## src/rtl/buzdec_pkg.sv

```systemverilog
// Shared types and default thresholds for the buzzer readback decoder.
package buzdec_pkg;

    typedef enum logic [1:0] {
        ST_OFF    = 2'b00,
        ST_SOLID  = 2'b01,
        ST_PULSED = 2'b10
    } buz_state_e;

    localparam int unsigned NCH_DEF        = 8;
    localparam int unsigned CNT_W_DEF      = 8;
    localparam int unsigned SILENT_CYC_DEF = 32;
    localparam int unsigned SOLID_CYC_DEF  = 32;

endpackage

```

## src/rtl/buzzer_chan_decoder.sv

```systemverilog
// Single-channel decoder: classifies one buzzer line as OFF / SOLID / PULSED
// and tracks its last high run and full period.
module buzzer_chan_decoder
    import buzdec_pkg::*;
#(
    parameter int unsigned CNT_W      = CNT_W_DEF,
    parameter int unsigned SILENT_CYC = SILENT_CYC_DEF,
    parameter int unsigned SOLID_CYC  = SOLID_CYC_DEF
) (
    input  logic             clk,
    input  logic             rst,
    input  logic             ena,
    input  logic             buz,
    output buz_state_e       state,
    output logic             chg_flag,
    output logic [CNT_W-1:0] high_len,
    output logic [CNT_W-1:0] period
);

    localparam logic [CNT_W-1:0] CNT_MAX  = '1;
    localparam logic [CNT_W-1:0] SILENT_T = CNT_W'(SILENT_CYC);
    localparam logic [CNT_W-1:0] SOLID_T  = CNT_W'(SOLID_CYC);

    logic             s_q;
    logic [CNT_W-1:0] run_cnt;
    logic             short_high;

    logic             edge_c;
    logic             full_cyc_c;
    logic             to_off_c;
    logic             to_solid_c;
    logic [CNT_W:0]   sum_c;
    logic [CNT_W-1:0] period_sat_c;
    buz_state_e       state_d;

    // Edge/timeout detection and next classification.
    always_comb begin
        edge_c       = (buz != s_q);
        full_cyc_c   = edge_c && !s_q && short_high && (run_cnt < SILENT_T);
        to_off_c     = !edge_c && !s_q && (run_cnt == SILENT_T);
        to_solid_c   = !edge_c &&  s_q && (run_cnt == SOLID_T);
        sum_c        = {1'b0, high_len} + {1'b0, run_cnt};
        period_sat_c = sum_c[CNT_W] ? CNT_MAX : sum_c[CNT_W-1:0];
        state_d      = state;
        if (full_cyc_c) begin
            state_d = ST_PULSED;
        end else if (to_off_c) begin
            state_d = ST_OFF;
        end else if (to_solid_c) begin
            state_d = ST_SOLID;
        end
    end

    always_ff @(posedge clk) begin
        if (rst) begin
            s_q        <= 1'b0;
            run_cnt    <= '0;
            short_high <= 1'b0;
            state      <= ST_OFF;
            chg_flag   <= 1'b0;
            high_len   <= '0;
            period     <= '0;
        end else if (ena) begin
            s_q      <= buz;
            state    <= state_d;
            chg_flag <= (state_d != state);
            if (edge_c) begin
                run_cnt <= CNT_W'(1);
                if (s_q) begin
                    high_len   <= run_cnt;
                    short_high <= (run_cnt < SOLID_T);
                end
                if (full_cyc_c) begin
                    period <= period_sat_c;
                end
            end else begin
                if (run_cnt != CNT_MAX) begin
                    run_cnt <= run_cnt + CNT_W'(1);
                end
                if (to_off_c || to_solid_c) begin
                    short_high <= 1'b0;
                end
            end
        end else begin
            chg_flag <= 1'b0;
        end
    end

endmodule

```

## src/rtl/buzzer_pattern_decoder.sv

```systemverilog
// Multi-channel buzzer readback: per-channel decoders, change pulse and
// selected-channel timing readback.
module buzzer_pattern_decoder
    import buzdec_pkg::*;
#(
    parameter int unsigned NCH        = NCH_DEF,
    parameter int unsigned CNT_W      = CNT_W_DEF,
    parameter int unsigned SILENT_CYC = SILENT_CYC_DEF,
    parameter int unsigned SOLID_CYC  = SOLID_CYC_DEF
) (
    input  logic                     clk,
    input  logic                     rst,
    input  logic                     ena,
    input  logic [NCH-1:0]           buz_in,
    input  logic [$clog2(NCH)-1:0]   sel,
    output logic [2*NCH-1:0]         status,
    output logic                     chg,
    output logic [CNT_W-1:0]         high_out,
    output logic [CNT_W-1:0]         period_out
);

    buz_state_e       chan_state  [NCH];
    logic [CNT_W-1:0] chan_high   [NCH];
    logic [CNT_W-1:0] chan_period [NCH];
    logic [NCH-1:0]   chan_chg;

    for (genvar i = 0; i < NCH; i++) begin : g_chan
        buzzer_chan_decoder #(
            .CNT_W      (CNT_W),
            .SILENT_CYC (SILENT_CYC),
            .SOLID_CYC  (SOLID_CYC)
        ) u_chan (
            .clk      (clk),
            .rst      (rst),
            .ena      (ena),
            .buz      (buz_in[i]),
            .state    (chan_state[i]),
            .chg_flag (chan_chg[i]),
            .high_len (chan_high[i]),
            .period   (chan_period[i])
        );
        assign status[2*i +: 2] = chan_state[i];
    end

    // One pulse per cycle no matter how many channels changed together.
    always_ff @(posedge clk) begin
        if (rst) begin
            chg <= 1'b0;
        end else begin
            chg <= ena && (|chan_chg);
        end
    end

    assign high_out   = chan_high[sel];
    assign period_out = chan_period[sel];

endmodule

```

## config.mk

```make
export PLATFORM = sky130hd
export DESIGN_NAME = buzzer_pattern_decoder
export DESIGN_NICKNAME = d
export VERILOG_FILES = /design/src/rtl/buzdec_pkg.sv /design/src/rtl/buzzer_chan_decoder.sv /design/src/rtl/buzzer_pattern_decoder.sv
export SDC_FILE = /design/constraint.sdc
export NUM_CORES = 1
export LEC_CHECK = 0
export CAP_MARGIN = 5
export CORE_UTILIZATION = 56
export CTS_CLUSTER_DIAMETER = 120
export CTS_CLUSTER_SIZE = 12
export DETAILED_ROUTE_END_ITERATION = 8
export GPL_ROUTABILITY_DRIVEN = 1
export HOLD_SLACK_MARGIN = 0.03
export PLACE_DENSITY = 0.77
export SYNTH_ARGS = -nofsm -noshare
export SYNTH_HDL_FRONTEND = slang
export SYNTH_SLANG_ARGS = --single-unit
```

## constraint.sdc

```tcl
create_clock -name clk -period 2.35 [get_ports clk]
set_clock_uncertainty 0.15 [all_clocks]
set_input_delay 0.47 -clock clk [delete_from_list [all_inputs] [get_ports clk]]
set_output_delay 0.47 -clock clk [all_outputs]
set_load 0.005 [all_outputs]
```

---- Yosys cells after proc, flatten, opt, wreduce, memory -nomap -nowiden ----
Cells that the tools add are included.
operators by class
  add/sub/neg operators ................... 16
  order comparisons ....................... 9
  equal/unequal tests ..................... 40
  multiplexer cells ....................... 78
  bitwise operators ....................... 2
  reductions and logical operators ........ 131
operators by type and width
  kind                                                    count
  two-way mux 8 bit                                       28
  adder 8 x 8 -> 9 bit                                    8
  AND reduction 3 bit                                     24
  adder 8 x 1 -> 8 bit (second input constant)            8
  == test 8 x 6 -> 1 bit (second input constant)          8
  < comparator 8 x 6 -> 1 bit (second input constant)     8
  inequality test 8 bit (second input constant)           8
  logical AND 1 bit                                       57
  binary-select mux 8 bit (select 3 bit)                  2
  two-way mux 2 bit                                       24
  nonzero test 2 bit                                      16
  two-way mux 1 bit                                       24
  zero test 1 bit                                         16
  inequality test 2 x 1 -> 1 bit (second input constant)  8
  inequality test 2 bit                                   8
  AND reduction 2 bit                                     8
  logical OR 1 bit                                        8
  inequality test 1 bit                                   8
  OR reduction 8 bit                                      1
  >= comparator 4 bit (second input constant)             1
  NOT 3 -> 4 bit                                          1
  OR reduction 2 bit                                      1
  NOT 1 bit                                               1
storage, ports and cells
  flip-flop bits (word level) ............. 233

---- Logic depth before layout (Yosys ltp) ----
Gate-level depths: netlist of the first run.
  word-level depth ........................ 8
  gate-level depth with buffers ........... 8
  depth with buffers taken out ............ 7

---- By module ----
A second synthesis of the first run with hierarchy kept.
unflattened totals
  cells, all modules ...................... 1,581
  area, all modules ....................... 13,884.6 um^2
by module, submodules not included
  module                                      instances  cells each  area each (um^2)  sequential area each (um^2)
  buzzer_chan_decoder (g_chan[1].u_chan ...)  6          190         1,596.5           580.6
  buzzer_chan_decoder (g_chan[0].u_chan)      1          194         1,601.5           580.6
  buzzer_chan_decoder (g_chan[3].u_chan)      1          185         1,589.0           580.6
  buzzer_pattern_decoder                      1          62          1,114.8           20.0

---- Least setup slack after synthesis of the first run ----
OpenSTA, ideal clock, no wires.
  kind .................................... input port to output port
  start point ............................. input port sel[0]
  end point ............................... output port high_out[3]
  arrival ................................. 1.712 ns
  path slack .............................. 0.018 ns
  cell stages on the path ................. 4
  buffers on the path ..................... 2
  cell sequence ........................... buf_2 -> buf_2 -> mux4_2 -> mux2_2
between the ends
  word-level cells in the longest chain between the ends .. 4
ends and longest elaborated chain
  item                                                   RTL line                      text
  start, declared                                        buzzer_pattern_decoder.sv:15  input logic [$clog2(NCH)-1:0] sel,
  NOT 3 -> 4 bit (not written as such)                   buzzer_pattern_decoder.sv:54  assign high_out = chan_high[sel];
  binary-select mux 8 bit (select 3 bit)                 buzzer_pattern_decoder.sv:54
  two-way mux 8 bit (not written as such) (2 in series)  buzzer_pattern_decoder.sv:54
  end, declared                                          buzzer_pattern_decoder.sv:18  output logic [CNT_W-1:0] high_out,
Every way passes these cells. The select of a mux whose other input is x is not followed.

---- Worst setup path after layout of the first run ----
  start point ............................. register g_chan[6].u_chan.high_len[0]
  end point ............................... output port high_out[0]
between the ends
  word-level cells in the longest chain between the ends .. 3
ends and longest elaborated chain
  item                                                   RTL line                      text
  start, declared                                        buzzer_chan_decoder.sv:16     output logic [CNT_W-1:0] high_len,
  start signal, assigned                                 buzzer_chan_decoder.sv:70     high_len <= run_cnt;
  binary-select mux 8 bit (select 3 bit)                 buzzer_pattern_decoder.sv:54
  two-way mux 8 bit (not written as such) (2 in series)  buzzer_pattern_decoder.sv:54
Every way passes these cells. The select of a mux whose other input is x is not followed.

==> flow_summary_export.csv, run 1 <==
group,metric,value,unit
run_status,status,"finished, violations left",
run_status,violations,"setup timing",
clock_tree,cts_root_buf,"clkbuf_16",
setup_path,cp_data_arrival_time,1830,ps
setup_path,worst_setup_path_start_kind,"register",
clock_tree,holdBufCountCts,0,
setup_path,required,1730,ps
floorplan,start_util,57.06,%
timing,fin_crit,2448,ps
synthesis,synthCells,1598,
final_layout,fillerInstances,1935,
timing,fin_crit_sh,104.2,%
floorplan,pin_count,47,
final_layout,multi_input_area,0.008556,mm^2
detailed_routing,avgViaCountPerCell,6.175,
clock_tree,cts_max_path_buffers,3,
floorplan,die_area,0.02534,mm^2
synthesis,syn_area,0.01384,mm^2
floorplan,die_height,159.2,um
timing,finalHoldViolations,0,
setup_path,crit_type,"reg2out",
clock_tree,cts_sinks,233,
synthesis,synth_edf_count,0,
placement,pre_cts_slack,-332.0,ps
synthesis,yosysUniqueCellTypes,72,
global_route,grt.total_usage,30.13,%
floorplan,die_w,159.2,um
synthesis,avgSynthCellArea,8.658,um^2
synthesis,ys_async_sr_fraction,0,%
timing,setup_slack,-97.80,ps
floorplan,core_area,0.02425,mm^2
detailed_routing,routed_wl,38.48,mm
hold_path,hold_class,"in2reg",
global_route,grt_pass1_wl,62.29,mm
timing,worst_pin_slew,541.4,ps
power,ir_drop,0.0004398,V
synthesis,ys_top_cells_by_count,"dfxtp_1, nand2_1, a21oi_1",
synthesis,synth-seq-cells,233,
detailed_routing,drc_errors,0,
setup_path,endpoint_kind,"output pin",
global_route,antenna_found_initial,1,
timing,maxSlewViolCount,0,
clock_tree,cts_made_buffers,23,
power,leakage,6.306,nW
detailed_routing,drt-pass1-iter-count,6,
synthesis,yosys.cell_count.top_type,"dfxtp_1",
timing,rsz0062_at_grt,"true",
final_layout,final_cell_area,0.01619,mm^2
timing,slew_headroom,63.91,%
timing,fmax,408.5,MHz
detailed_routing,dr_total_vias,12540,
synthesis,synth_seq_area_share,33.71,%
synthesis,synth_top_cell_area_share,33.71,%
synthesis,synth_ff_type,"dfxtp_1",
global_route,grt_max_degree,107,
placement,dpl-instance-area,0.01522,mm^2
synthesis,ys_warn_count,0,
placement,globalplace.congestion,0.9413,
final_layout,area_growth,17.04,%
power,p_total,0.008046,W
power,cellPowerDensity,496.9,mW/mm^2
floorplan,fp-row-count,57,
placement,numPortBuffers,46,
timing,finalSetupViolations,12,
clock_tree,cts_tree,"yes",
synthesis,yosys-top-cells-area,"dfxtp_1, ha_1, a21oi_1",
setup_path,crit_fanout,2,
global_route,globalRoute.totalOverflow,0,
clock_tree,clock_latency,510,ps
synthesis,syn_nets,1724,
final_layout,layout-drive-gt1-share,19.05,%
detailed_routing,drt-initial-drc-count,1348,
final_layout,diodes,0,
detailed_routing,drtAntennaViolNets,0,
synthesis,yosysTopAreaCell,"dfxtp_1",
placement,dp_hpwl,28.01,mm
detailed_routing,wl_per_cell,18.96,um
final_layout,nets,1833,
final_layout,seq_area,0.004772,mm^2
global_route,grt_pass1_vias,11800,
timing,holdWs,99.73,ps
clock_tree,clk_pin_slew,60,ps
clock_tree,htree_levels,1,
flow_run,cap_viol_max_count,0,
[where the power goes]
group	switching, W	internal (W)	leakage, nW
clock network	0.00151	0.00173	0.288
logic	0.000448	0.000331	4.10
registers	0.0000486	0.00398	1.91
[cell families (layout without fill, tap and decap cells)]
kind of cell	after synthesis	count (layout)	share of synthesized area [%]
AND/OR/NAND/NOR	504	504	17.83
AO/OA/AOI/OAI	467	467	21.63
flip-flops	233	233	33.71
buffers and inverters	166	274	5.290
adder cells (fa/ha/maj)	112	112	10.56
multiplexers	65	65	7.741
XOR/XNOR	51	51	3.228
[layer usage]
layer / share of wire, % / GRT usage, % / vias up
met5: 0.010 / 0 / -
met4: 3.2 / 9.135 / 2
met3: 6.6 / 4.871 / 87
met2: 45 / 48.50 / 453
met1: 45 / 41.57 / 5967
li1: - / - / 6026
[registers in the layout, indices dropped and copies added (netlist names)]
name,flops
g_chan.u_chan.state,16
g_chan.u_chan.s_q,8
g_chan.u_chan.short_high,8
g_chan.u_chan.period,64
g_chan.u_chan.chg_flag,8
g_chan.u_chan.run_cnt,64
chg,1
g_chan.u_chan.high_len,64
[layout make-up]
cell class,count,share of cell area [%]
timing repair buffer,180,9.960
tap,324,2.503
multi-input combinational,1199,52.84
clock inverter,1,0.05409
clock buffer,23,3.554
sequential,233,29.47
inverter,70,1.623
[worst paths after layout]
kind	from	end	slack (ps)	cells past startpoint
max reg2reg	g_chan[5].u_chan.high_len[0]	g_chan[5].u_chan.period[6]	60	7
max	g_chan[6].u_chan.high_len[0]	high_out[0]	-100	4
min	rst	g_chan[4].u_chan.run_cnt[1]	100	2
min reg2reg	g_chan[7].u_chan.short_high	g_chan[7].u_chan.short_high	330	2
[metrics by stage]
stage / utilization (%) / setup TNS, ps / cells
2_1_floorplan: - / 0 / 1598
3_3_place_gp: 62.76 / -11530 / 1993
3_5_place_dp: 62.76 / -13440 / 1993
4_1_cts: 66.41 / -343.3 / 2029
5_1_grt: 66.78 / -673.8 / 2030
6_report: 66.78 / -387.4 / 2030
[critical path: stages (launching register included)]
cell     delay (ps)
dfxtp_2         330
buf_12          120
mux4_2          450
mux2_4          300
buf_6           120
[what timing repair did]
item,in CTS,in global routing
setup buffers,10,1
pin swaps,0,5
gates cloned,2,0
endpoints found under the hold margin,0,0
setup endpoints to repair,21,82
resized for setup,161,29
[cells in the final DEF (no fill, tap or decap), drive strengths merged, types with 37 or more instances in the layout]
| master | n |
|---|---|
| ha | 104 |
| dfxtp | 233 |
| o21ai | 75 |
| a211oi | 98 |
| nand2 | 181 |
| nand3 | 37 |
| inv | 70 |
| nor2 | 142 |
| buf | 154 |
| a21oi | 160 |
No activity file was read; power rests on OpenSTA's default activity.
==> run 2: changes to the inputs <==
--- a/config.mk
+++ b/config.mk
@@ -6,13 +6,13 @@
 export NUM_CORES = 1
 export LEC_CHECK = 0
 export CAP_MARGIN = 5
-export CORE_UTILIZATION = 56
+export CORE_UTILIZATION = 45
 export CTS_CLUSTER_DIAMETER = 120
 export CTS_CLUSTER_SIZE = 12
 export DETAILED_ROUTE_END_ITERATION = 8
-export GPL_ROUTABILITY_DRIVEN = 1
+export GPL_ROUTABILITY_DRIVEN = 0
 export HOLD_SLACK_MARGIN = 0.03
-export PLACE_DENSITY = 0.77
+export RECOVER_POWER = 50
 export SYNTH_ARGS = -nofsm -noshare
 export SYNTH_HDL_FRONTEND = slang
 export SYNTH_SLANG_ARGS = --single-unit
==> run 2 against run 1 <==
  * The flow still finishes with violations (setup timing)
  * Core utilization shrank 13 points
  * Global-route usage shrank 5.2 points
  * Clock-buffer cell count is the same
  * Combinational power shrank 3.6%
==> flow_summary_export.csv, run 2 (synthesized netlist as in run 1, its figures left out) <==
group,metric,value,unit
run_status,status,"finished, violations left",
run_status,violations,"setup timing",
global_route,grt_pass1_wl,61.92,mm
timing,rsz0062_at_grt,"true",
detailed_routing,avgViaCountPerCell,5.852,
global_route,met3_usage,4.820,%
clock_tree,cts_sinks,233,
detailed_routing,drc_errors,0,
timing,worst_pin_slew,765.0,ps
clock_tree,holdBufCountCts,0,
setup_path,cp_data_arrival_time,1770,ps
timing,fin_tns_setup,-269.3,ps
placement,numPortBuffers,46,
final_layout,final_common_cell,"nand2_1",
setup_path,required,1730,ps
global_route,met1_usage,34.47,%
floorplan,core_area,0.02995,mm^2
floorplan,die_height,177.3,um
final_layout,fillerInstances,2809,
timing,setup_slack,-39.15,ps
placement,dp_hpwl,28.86,mm
global_route,met2_usage,38.74,%
global_route,antenna_found_initial,2,
timing,finalHoldViolations,0,
global_route,globalRoute.totalOverflow,0,
clock_tree,cts_tree,"yes",
timing,fin_crit,2389,ps
power,ir_drop,0.0004073,V
detailed_routing,drt-initial-drc-count,930,
global_route,grt.total_usage,24.89,%
detailed_routing,routed_wl,39.01,mm
placement,dpl-instance-area,0.01532,mm^2
timing,fin_crit_sh,101.7,%
final_layout,nets,1835,
floorplan,fp-row-count,63,
final_layout,final_cell_area,0.01617,mm^2
floorplan,die_w,177.3,um
setup_path,endpoint_kind,"output pin",
placement,pre_cts_slack,-360.9,ps
global_route,grt_max_degree,118,
clock_tree,clock_latency,520,ps
floorplan,die_area,0.03145,mm^2
final_layout,layout-drive-gt1-share,18.03,%
timing,fmax,418.6,MHz
clock_tree,cts_root_buf,"clkbuf_16",
power,leakage,6.251,nW
setup_path,crit_type,"reg2out",
flow_run,cap_viol_max_count,0,
clock_tree,htree_levels,1,
clock_tree,cts_made_buffers,23,
global_route,grt_pass1_vias,11410,
detailed_routing,drtAntennaViolNets,0,
clock_tree,cts_max_path_buffers,3,
floorplan,pin_count,47,
timing,finalSetupViolations,14,
detailed_routing,drt-pass1-iter-count,5,
global_route,top_usage_layer,"met2",
timing,slew_headroom,49.00,%
final_layout,layout_common_cells,"nand2_1, dfxtp_1, a21oi_1, nor2_1",
final_layout,diodes,0,
power,cellPowerDensity,497.5,mW/mm^2
floorplan,start_util,46.19,%
setup_path,crit_fanout,2,
final_layout,area_growth,16.89,%
clock_tree,clk_pin_slew,60,ps
detailed_routing,wl_per_cell,18.60,um
timing,holdWs,318.9,ps
final_layout,top_regs,"g_chan.u_chan.high_len: 64 flops, g_chan.u_chan.period: 64 flops, g_chan.u_chan.run_cnt: 64 flops",
detailed_routing,dr_total_vias,12280,
setup_path,worst_setup_path_start_kind,"register",
timing,maxSlewViolCount,0,
hold_path,hold_class,"in2reg",
## run 2: cell count changes in the layout (fill, tap and decap cells not counted), moves of 3 or more
cell             delta
buf_4              -21
clkbuf_1           +15
nand3_1             +3
dfxtp_1             -3
o21ai_0             +3
clkdlybuf4s50_1     -4
nand3_2             -3
clkbuf_2            +5
o21ai_1             -3
dlygate4sd3_1       +4
## run 2: metrics by stage
| stage | std cells | power, W | util [%] |
|---|---|---|---|
| 5_1_grt | 2098 | 0.008331 | 53.99 |
| 4_1_cts | 2095 | 0.008114 | 54.01 |
| 3_5_place_dp | 2059 | 0.004879 | 51.16 |
| 3_3_place_gp | 2059 | 0.004874 | 51.16 |
| 2_1_floorplan | 1598 | 0.004577 | - |
| 6_report | 2098 | 0.008046 | 53.99 |
## run 2: timing repair
action | 4_1_cts | 5_1_grt
endpoints found under the hold margin | 0 | 0
gates resized for setup | 164 | 24
endpoints found under the setup margin | 25 | 77
setup buffers | 12 | 0
pin swaps | 2 | 4
cloned | 0 | 3
## run 2: layout make-up
cell class / instances / area, um^2 / area share, %
Clock buffer: 23 / 575.6 / 3.559
Clock inverter: 1 / 8.758 / 0.05415
Inverter: 70 / 262.8 / 1.625
Multi-Input combinational cell: 1199 / 8508 / 52.61
Sequential cell: 233 / 4778 / 29.55
Tap cell: 390 / 488.0 / 3.017
Timing Repair Buffer: 182 / 1551 / 9.593
## run 2: power by group
group / total (W) / internal (W) / switching, W
registers: 0.00403 / 0.00398 / 0.0000524
logic: 0.000751 / 0.000313 / 0.000437
clock network: 0.00327 / 0.00173 / 0.00154
total: 0.00805 / 0.00602 / 0.00203
## run 2: per-layer routing
metal  wire length [um]  up-vias  share of wire, %
met5                  8        -             0.021
met2              17270      284                44
li1                   -     6050                 -
met1              18250     5882                47
met4               1169        2               3.0
met3               2320       59               5.9
## run 2: critical path, stage by stage (launching register included)
cell and delay [ps]:
dfxtp_4 360, mux4_2 460, mux2_4 310, buf_6 120
## run 2: worst paths after layout
kind                                              startpoint                      endpoint  slack [ps]  cells after the start
worst max-delay path            g_chan[0].u_chan.high_len[6]                   high_out[6]         -40                      3
worst min-delay path                                     rst  g_chan[7].u_chan.high_len[7]         320                      3
worst max register to register  g_chan[3].u_chan.high_len[0]    g_chan[3].u_chan.period[5]          90                      8
worst min register to register   g_chan[7].u_chan.short_high   g_chan[7].u_chan.short_high         330                      2
==> run 3: changes to the inputs <==
--- a/config.mk
+++ b/config.mk
@@ -12,7 +12,8 @@
 export DETAILED_ROUTE_END_ITERATION = 8
 export GPL_ROUTABILITY_DRIVEN = 0
 export HOLD_SLACK_MARGIN = 0.03
-export RECOVER_POWER = 50
+export MAX_ROUTING_LAYER = met4
+export RECOVER_POWER = 25
 export SYNTH_ARGS = -nofsm -noshare
 export SYNTH_HDL_FRONTEND = slang
 export SYNTH_SLANG_ARGS = --single-unit
==> run 3 against run 2 <==
  * The flow still finishes with violations (setup timing)
  * Via count is 0.67% lower
  * Critical path depth did not move
  * Clock-buffer cell count did not move
  * Fmax is 0.20% lower
  * Non-clock buffer count is 3 lower
  * Sequential cell count unchanged
  * Final area about the same
  * Worst setup slack lost 4.8 ps
  * Largest cell class unchanged
==> flow_summary_export.csv, run 3 (synthesized netlist as in run 1, its figures left out) <==
group,metric,value,unit
floorplan,die_area,0.03145,mm^2
setup_path,crit_chain,"mux4_2 -> mux2_4 -> buf_6",
clock_tree,htree_levels,1,
final_layout,top_regs,"g_chan.u_chan.high_len: 64 flops, g_chan.u_chan.period: 64 flops, g_chan.u_chan.run_cnt: 64 flops",
floorplan,pin_count,47,
global_route,grt_max_degree,118,
floorplan,die_height,177.3,um
timing,maxSlewViolCount,0,
setup_path,worst_setup_path_start_kind,"register",
hold_path,min_from,"rst",
power,power_frac_clock,40.5,%
timing,worst_pin_slew,804.8,ps
final_layout,final_common_cell,"nand2_1",
timing,setup_slack,-43.91,ps
setup_path,max_stage_delay,460,ps
timing,finalHoldViolations,0,
final_layout,layout-drive-gt1-share,18.42,%
final_layout,final_cells,2097,
final_layout,final_cell_area,0.01617,mm^2
setup_path,worst_path_max_delay_cell,"mux4_2",
setup_path,crit-reg2reg-launch,"g_chan[3].u_chan.high_len[0]",
setup_path,crit_fanout,2,
flow_run,cap_viol_max_count,0,
placement,place_inst,2059,
placement,dp_hpwl,28.86,mm
power,net-switching-power,0.002002,W
floorplan,core_area,0.02995,mm^2
power,ir_drop,0.0004055,V
hold_path,hold_class,"in2reg",
clock_tree,cts_sinks,233,
power,cellPowerDensity,495.7,mW/mm^2
final_layout,nets,1832,
timing,slew_headroom,46.35,%
timing,fmax,417.7,MHz
floorplan,start_util,46.19,%
global_route,antenna_found_initial,2,
timing,holdWs,319.3,ps
global_route,grt_pass1_vias,11390,
timing,finalSetupViolations,15,
final_layout,seq_area,0.004777,mm^2
placement,numPortBuffers,46,
global_route,grt.total_usage,25.63,%
final_layout,fillerInstances,2805,
floorplan,fp-row-count,63,
detailed_routing,drtAntennaViolNets,0,
clock_tree,clk_pin_slew,60,ps
global_route,globalRoute.totalOverflow,0,
floorplan,die_w,177.3,um
final_layout,area_growth,16.87,%
power,switching_share,24.98,%
power,p_seq_share,50.3,%
setup_path,crit_start,"g_chan[0].u_chan.high_len[6]",
global_route,grt_pass1_wl,61.95,mm
setup_path,required,1730,ps
clock_tree,cts_max_path_buffers,3,
final_layout,multi_input_area,0.008538,mm^2
power,leakage,6.247,nW
clock_tree,cts_root_buf,"clkbuf_16",
power,p_int,0.006013,W
placement,dpl-instance-area,0.01532,mm^2
detailed_routing,routed_wl,38.58,mm
final_layout,layout_common_cells,"nand2_1, dfxtp_1, a21oi_1, nor2_1, buf_4",
detailed_routing,wl_per_cell,18.40,um
timing,rsz0062_at_grt,"true",
setup_path,cp_data_arrival_time,1770,ps
power,combPwrFrac,9.2,%
detailed_routing,avgViaCountPerCell,5.815,
clock_tree,holdBufCountCts,0,
timing,fin_crit,2394,ps
timing,fin_crit_sh,101.9,%
setup_path,crit_type,"reg2out",
clock_tree,clock_latency,520,ps
clock_tree,cts_made_buffers,23,
detailed_routing,dr_total_vias,12200,
detailed_routing,drt-initial-drc-count,1028,
setup_path,endpoint_kind,"output pin",
run_status,violations,"setup timing",
detailed_routing,drt-pass1-iter-count,5,
detailed_routing,drc_errors,0,
clock_tree,cts_tree,"yes",
run_status,status,"finished, violations left",
run 3: final timing paths:
path | end | slack [ps] | cells after the start
worst min-delay path | g_chan[7].u_chan.high_len[7] | 320 | 3
worst max-delay path | high_out[6] | -40 | 3
worst min register to register | g_chan[7].u_chan.short_high | 330 | 2
worst max register to register | g_chan[3].u_chan.period[5] | 120 | 8
run 3: through the flow:
| stage | setup TNS [ps] | setup slack (ps) | power (W) | utilization, % |
|---|---|---|---|---|
| after floorplan | 0 | 18.05 | 0.004577 | - |
| after global placement | -11690 | -335.2 | 0.004874 | 51.16 |
| after detailed placement | -12730 | -360.9 | 0.004879 | 51.16 |
| after CTS | -475.6 | -50.20 | 0.008114 | 54.01 |
| after global routing | -1025 | -75.98 | 0.008323 | 53.99 |
| final | -263.8 | -43.91 | 0.008015 | 53.99 |
run 3: area by class of cell:
| type | count | share of cell area (%) |
|---|---|---|
| clock inverter | 1 | 0.05416 |
| clock buffer | 23 | 3.559 |
| sequential | 233 | 29.54 |
| tap | 390 | 3.018 |
| inverter | 70 | 1.625 |
| antenna | 2 | 0.03095 |
| multi-input combinational | 1199 | 52.80 |
| timing repair buffer | 179 | 9.370 |
run 3: repair_timing:
action | 4_1_cts | 5_1_grt
setup buffers | 12 | 0
resized for setup | 164 | 22
pin swaps | 2 | 4
setup endpoints to repair | 25 | 77
run 3: worst max-delay path, delay by kind of cell, from the launching register on:
family | cells | cell delay, ps
flip-flops | 1 | 360
multiplexers | 2 | 770
buffers and inverters | 1 | 120
run 3: power by group through the flow:
stage / registers, W / clock network (W) / logic, W
6_report: 0.00403 / 0.00325 / 0.000741
5_1_grt: 0.00403 / 0.00347 / 0.000824
4_1_cts: 0.00403 / 0.00333 / 0.000755
3_5_place_dp: 0.00414 / 0 / 0.000744
3_3_place_gp: 0.00413 / 0 / 0.000740
2_1_floorplan: 0.00412 / 0 / 0.000453
run 3: layer usage:
layer | up-vias | GRT usage (%) | wire length, um | part of all wire, %
met2 | 265 | 38.74 | 17000 | 44
li1 | 6040 | - | - | -
met3 | 54 | 4.756 | 2263 | 5.9
met5 | - | - | 0 | 0
met1 | 5836 | 34.53 | 18210 | 47
met4 | 0 | 8.013 | 1104 | 2.9
